**src/rtl/pwr_cntr_reader.sv**
```systemverilog
// pwr_cntr_reader: per-class toggle counters served through a single-outstanding read port.
// Define PWR_CNTR_SAT_EN for saturating counters; otherwise counters wrap.
module pwr_cntr_reader #(
  parameter int NUM_CNTR = 4,
  parameter int PROBE_W  = 8,
  parameter int CNTR_W   = 16
) (
  input  logic                         clk,
  input  logic                         reset_L,
  input  logic                         cnt_en,
  input  logic [NUM_CNTR*PROBE_W-1:0]  probe,
  input  logic                         rd_req,
  input  logic [3:0]                   rd_addr,
  output logic                         rd_busy,
  output logic                         rd_valid,
  output logic [CNTR_W-1:0]            rd_data,
  output logic                         rd_err,
  output logic                         rd_ovf
);
  localparam int IW = $clog2(PROBE_W + 1);
  typedef enum logic [1:0] {IDLE, CAPT, RESP} state_t;
  state_t state, state_nxt;
  logic [NUM_CNTR*PROBE_W-1:0] prev;
  logic prime, acc, sel_ovf;
  logic [3:0] addr_q;
  logic [NUM_CNTR-1:0] ovf;
  logic [CNTR_W-1:0] sel_cnt;
  logic [CNTR_W-1:0] cnt     [NUM_CNTR];
  logic [CNTR_W-1:0] cnt_nxt [NUM_CNTR];
  logic [CNTR_W:0]   sum     [NUM_CNTR];
  logic [IW-1:0]     inc     [NUM_CNTR];
  assign acc = cnt_en && prime;
  always_ff @(posedge clk or negedge reset_L)
    if (!reset_L) state <= IDLE;
    else state <= state_nxt;
  always_comb
    state_nxt = state == IDLE ? (rd_req ? CAPT : IDLE) : state == CAPT ? RESP : IDLE;
  always_comb begin
    rd_busy  = state != IDLE;
    rd_valid = state == RESP;
  end
  // Out-of-range addresses match no counter, so the mux yields data 0 / ovf 0.
  always_comb begin
    sel_cnt = '0;
    sel_ovf = 1'b0;
    for (int i = 0; i < NUM_CNTR; i++) begin
      inc[i] = '0;
      for (int b = 0; b < PROBE_W; b++)
        inc[i] = inc[i] + IW'(probe[i*PROBE_W+b] ^ prev[i*PROBE_W+b]);
      sum[i] = {1'b0, cnt[i]} + (CNTR_W+1)'(inc[i]);
`ifdef PWR_CNTR_SAT_EN
      cnt_nxt[i] = sum[i][CNTR_W] ? '1 : sum[i][CNTR_W-1:0];
`else
      cnt_nxt[i] = sum[i][CNTR_W-1:0];
`endif
      if (addr_q == 4'(i)) begin
        sel_cnt = cnt[i];
        sel_ovf = ovf[i];
      end
    end
  end
  always_ff @(posedge clk or negedge reset_L)
    if (!reset_L) begin
      prev    <= '0;
      prime   <= 1'b0;
      addr_q  <= '0;
      rd_data <= '0;
      rd_err  <= 1'b0;
      rd_ovf  <= 1'b0;
      ovf     <= '0;
      for (int i = 0; i < NUM_CNTR; i++) cnt[i] <= '0;
    end else begin
      prev  <= probe;
      prime <= 1'b1;
      if (state == IDLE && rd_req) addr_q <= rd_addr;
      if (state == CAPT) begin
        rd_data <= sel_cnt;
        rd_err  <= int'(addr_q) >= NUM_CNTR;
        rd_ovf  <= sel_ovf;
      end
      // The read clears the counter but keeps the increment landing on the same edge.
      for (int i = 0; i < NUM_CNTR; i++)
        if (state == CAPT && addr_q == 4'(i)) begin
          cnt[i] <= acc ? CNTR_W'(inc[i]) : '0;
          ovf[i] <= 1'b0;
        end else if (acc) begin
          cnt[i] <= cnt_nxt[i];
          ovf[i] <= ovf[i] | sum[i][CNTR_W];
        end
    end
endmodule

```
**config.mk**
```make
export PLATFORM = sky130hd
export DESIGN_NAME = pwr_cntr_reader
export DESIGN_NICKNAME = d
export VERILOG_FILES = /design/src/rtl/pwr_cntr_reader.sv
export SDC_FILE = /design/constraint.sdc
export NUM_CORES = 1
export LEC_CHECK = 0
export CAP_MARGIN = 25
export CORE_MARGIN = 1.5
export CORE_UTILIZATION = 30
export CTS_CLUSTER_DIAMETER = 200
export DETAILED_ROUTE_END_ITERATION = 8
export GPL_TIMING_DRIVEN = 0
export PLACE_DENSITY_LB_ADDON = 0.15
export RECOVER_POWER = 100
export SLEW_MARGIN = 20
export SYNTH_ARGS = -nofsm -noshare
export SYNTH_HDL_FRONTEND = slang
export SYNTH_SLANG_ARGS = --single-unit
```
**constraint.sdc**
```tcl
create_clock -name clk -period 5.9 [get_ports clk]
set_input_delay 1.18 -clock clk [delete_from_list [all_inputs] [get_ports clk]]
set_output_delay 1.18 -clock clk [all_outputs]
set_load 0.005 [all_outputs]
```
# Word level (Yosys, flattened, before mapping)
# Cells that the tools add are included.
word_totals:
  latchBits: 0
  ramBits: 0
  regBits: 125
  mem_count: 0
  out_inout_bits: 20
  in_bits: 40
  rom_bits: 0
  wordCells: 133
classes:
  n_lt_le_gt_ge: 1
  n_mux: 31
  div: 0
  shifts: 0
  eq_ne: 5
  n_reduce_logical: 13
  n_addsub: 32
  n_bitwise: 36
  n_mul: 0
op_table:
  columns: ["operator", "count"]
  rows:
  - ["two-way mux 16 bit", 12]
  - ["adder 16 x 4 -> 17 bit", 4]
  - ["adder 4 x 1 -> 4 bit", 16]
  - ["bitwise XOR 1 bit", 32]
  - ["adder 3 x 1 -> 4 bit", 4]
  - ["two-way mux 4 bit", 4]
  - ["two-way mux 1 bit", 13]
  - ["adder 2 x 1 -> 3 bit", 4]
  - ["nonzero test 2 bit", 5]
  - ["adder 1 x 1 -> 2 bit", 4]
  - ["equality test 4 x 2 -> 1 bit, second input constant", 2]
  - ["logical AND 1 bit", 6]
  - ["equality test 4 x 1 -> 1 bit, second input constant", 1]
  - ["greater-or-equal comparator 4 x 3 -> 1 bit, second input constant", 1]
  - ["zero test 4 bit", 1]
  - ["two-way mux 2 bit", 2]
  - ["OR 1 bit", 4]
  - ["equality test 2 x 1 -> 1 bit, second input constant", 1]
  - ["equality test 2 bit, second input constant", 1]
  - ["zero test 2 bit", 1]

# Logic depth before layout (Yosys ltp)
depth:
  ltp_word: 12
  depth_mapped: 17
  mapped_depth_nobuf: 16

# Least setup slack after synthesis
# OpenSTA, ideal clock, no wires.
synth_path:
  kind: "in2reg"
  startpoint: "input port probe[0]"
  endpoint: "register cnt[60] in the netlist's numbering"
  path_buffers: 0
  path_slack_ps: 664
  t_required_ps: 5823
  cell_stages: 15
  arrival_ps: 5158
  setup_ps: 77
  cell_sequence: "xnor2_1 -> fa_1 -> inv_1 -> fa_1 -> inv_1 -> fa_1 -> inv_1 -> ha_1 -> inv_1 -> fa_1 -> fa_1 -> nand2b_1 -> a21o_1 -> or4_1 -> a21oi_1"
synth_via:
  elab_chain_len: 11
synth_lines:
  columns: ["item", "line", "rtl"]
  rows:
  - ["start: declaration", "11", "input logic [NUM_CNTR*PROBE_W-1:0] probe,"]
  - ["bitwise XOR 1 bit", "49", "inc[i] = inc[i] + IW'(probe[i*PROBE_W+b] ^ prev[i*PROBE_W+b]);"]
  - ["adder 1 x 1 -> 2 bit", "49", null]
  - ["adder 2 x 1 -> 3 bit", "49", null]
  - ["adder 3 x 1 -> 4 bit", "49", null]
  - ["adder 4 x 1 -> 4 bit (4 in series)", "49", null]
  - ["adder 16 x 4 -> 17 bit", "50", "sum[i] = {1'b0, cnt[i]} + (CNTR_W+1)'(inc[i]);"]
  - ["two-way mux 16 bit", "86", "end else if (acc) begin"]
  - ["two-way mux 16 bit", "83", "if (state == CAPT && addr_q == 4'(i)) begin"]
  - ["end signal: indexed assignment", "84", "cnt[i] <= acc ? CNTR_W'(inc[i]) : '0;"]
  - ["end signal: indexed assignment", "87", "cnt[i] <= cnt_nxt[i];"]
  - ["end: declaration", "28", "logic [CNTR_W-1:0] cnt [NUM_CNTR];"]
# Every way passes these cells. The select of a mux whose other input is x is not followed.
# A chain may end at the register's enable or synchronous reset.

# Final worst setup path
layout_path:
  startpoint: "input port probe[8]"
  endpoint: "register cnt[37] in the netlist's numbering"
# Same word-level chain as after synthesis.

==> impl_metrics.toml <==
[final_layout]
final_common_cell = "dfrtp_1"
finalNetCount = 800
multi_input_area_mm2 = 0.00360
diodes = 0
seqCellArea_mm2 = 0.00313
final_cell_mix = "125 x dfrtp_1, 55 x a21oi_1, 47 x dlygate4sd3_1"
fin_util_pct = 37.6
syn2layout_area_growth_pct = 22.3
drive_gt1_share_pct = 9.12
fillers = 2238

[cts]
numCtsBuffers = 17
cts_tree = "yes"
clkLatencyLatePin_ns = 0.43
cts_max_level = 4
clkTransAtPathRegs_ns = 0.06
holdBufCountCts = 0
cts.sinks = 125
post_cts_buffers = 0
clockBufferDepth = 2
cts_resized = 0
clock_tree.root_cell = "clkbuf_16"

[sta]
fin_crit_ns = 5.68
fin_skew_ns = 0.00655
finalMaxSlewViolations = 128
rsz0062_at_grt = "no"
hold_violations = 0
post-route-period-util_pct = 96.2
tns_ns = 0
worstMarginPinSlew_ns = 3.11
finalSetupViolations = 0
max_slew_margin_pct = -107
fmax_ghz = 0.176

[yosys]
synthFlopType = "dfrtp_1"
synth_area_mm2 = 0.00700
ys_types = 55
postSynthAreaPerCell_um2 = 11.1
synth_nets = 721
yosys_warnings = 0
synthTopCellsByArea = "dfrtp_1 45%, fa_1 5.7%, mux4_2 5.5%"
synth.top_cell.area_share_pct = 44.7
syn_inst = 633
synth_edf_count = 0
yosysTopAreaCell = "dfrtp_1"
async_flop_share_pct = 100
ys_seq_area_share_pct = 44.7
synth_seq_cells = 125

[worst_setup_path]
crit_fanout = 10
crit_start = "probe[8]"
critPathKind = "input pin to register"
regToRegEndpoint = "cnt[37]"
max_stage_delay_ns = 0.54
startpoint_type = "input pin"
critPathMostFrequentCell = "fa_1"
path_cells = "clkdlybuf4s50_1, xnor2_1, fa_1, inv_1, fa_1, inv_1, fa_1, inv_1, ha_1, fa_1, xor2_1, ha_1, or2_2, a31oi_1, clkbuf_1, o21ai_0, a21oi_1"
reg2regPathDepth = 16
end_kind = "register"
worstPathArrival_ns = 6.03
r2r_slack_ns = 1.07
worstPathRequired_ns = 6.25
r2r-start = "prev[8]"
endpoint = "cnt[37]"
cp_slowest_cell = "fa_1"

[global_route]
grt_max_degree = 71
grt_busiest_layer = "met2"
grt_pass1_wl_um = 29400
overflow = 0
grt_use_met1_pct = 20.8
use_met2_pct = 26.1
use_met3_pct = 2.81
antenna_found_initial = 0
grtUsageTotal_pct = 15.8
grt_pass1_vias = 5599

[placement]
dpl.hpwl_um = 13300
gp_congestion = 0.806
place.port_buffers = 59

[hold_path]
hold_path.class = "register to register"

[die]
core_area_mm2 = 0.0228
num_io_pins = 60
die-area_mm2 = 0.0243
fp-row-count = 55
die_x_um = 156
die_h_um = 156
start_util_pct = 30.7

[drt]
postRouteAntennaNets = 0
drc = 0
drtIter0Drc = 338
drt-total-wl_um = 17800
routed_via_density = 5.11
route.vias.total = 5300
post_drt_wl_per_cell_um = 17.1
first_pass_iters = 5

[power_and_ir_drop]
ir_drop_v = 0.000165
pwr_density_cell_mw_per_mm2 = 407
p_leak_nw = 3.62

[run_status]
violations = "capacitance limit, slew limit"
status = "finished with violations"

[flow_run]
drv_cap = 2
layer usage:
layer	vias up	share of wire (%)
li1	2493	-
met1	2685	47
met2	102	49
met3	20	3.6
met4	0	1.3
met5	-	0
power by group:
part           total (mW)  internal [mW]  switching, mW  leakage [nW]
clock network        1.06          0.673          0.391         0.289
logic                1.30          0.594          0.706          1.72
registers            1.13          0.983          0.143          1.62
total                3.49           2.25           1.24          3.62
how the worst min path moves through the flow:
stage | startpoint | end | depth (start not counted)
after floorplan | ovf[2] | ovf[2] | 1
after global placement | ovf[2] | ovf[2] | 1
after detailed placement | ovf[2] | ovf[2] | 1
after CTS | ovf[2] | ovf[2] | 1
after global routing | rd_err | rd_err | 1
final | rd_err | rd_err | 1
worst max-delay path: cells and delay by family:
family / cells / cell delay (ns)
compound gates: 3 / 0.62
buf+inv: 5 / 0.99
fa+ha+maj: 6 / 2.50
simple gates: 1 / 0.31
xor+xnor: 2 / 0.40
state kept, by name, indices dropped and copies added (netlist names):
register and count:
rd_err 1, state 2, cnt 64, prev 32, prime 1, ovf 4
rd_data 16, addr_q 4, rd_ovf 1
layout make-up:
type                       instances  area share [%]
clock inverter                     6           0.964
buffer                            30            1.39
timing repair buffer              60            6.88
clock buffer                      25            5.90
tap                              313            4.57
multi-input combinational        438            42.0
sequential                       125            36.5
inverter                          40            1.75
cell families (layout without fill, tap and decap cells):
group	count (synthesis)	after routing	synth area share, %
other cells	1	1	0.0535
simple gates	159	159	13.2
flops	125	125	44.7
mux	30	30	7.41
xor+xnor	50	50	6.25
fa+ha+maj	48	48	10.7
compound gates	150	150	13.8
buf+inv	70	161	3.89
metrics by stage:
step	cell area, um^2	setup WS, ns	power, mW	hold WS [ns]	std cells
after floorplan	7000	0.664	2.06	0.459	633
after global placement	7990	-1.55	2.41	0.478	1005
after detailed placement	8020	-0.228	2.46	0.483	1006
after CTS	8610	0.212	3.54	0.495	1037
after global routing	8570	0.0221	3.75	0.519	1037
final	8570	0.224	3.49	0.494	1037
cells in the mapped netlist, drive strengths merged, types with 20 or more instances:
| library cell | n |
|---|---|
| dfrtp | 125 |
| a21oi | 55 |
| inv | 40 |
| xnor2 | 33 |
| nand3 | 30 |
| ha | 28 |
| o21ai | 24 |
| or4 | 24 |
| nor2 | 23 |
| nand2 | 21 |
| o31ai | 21 |
| fa | 20 |
Note: power is estimated with default switching activity, not from simulation.
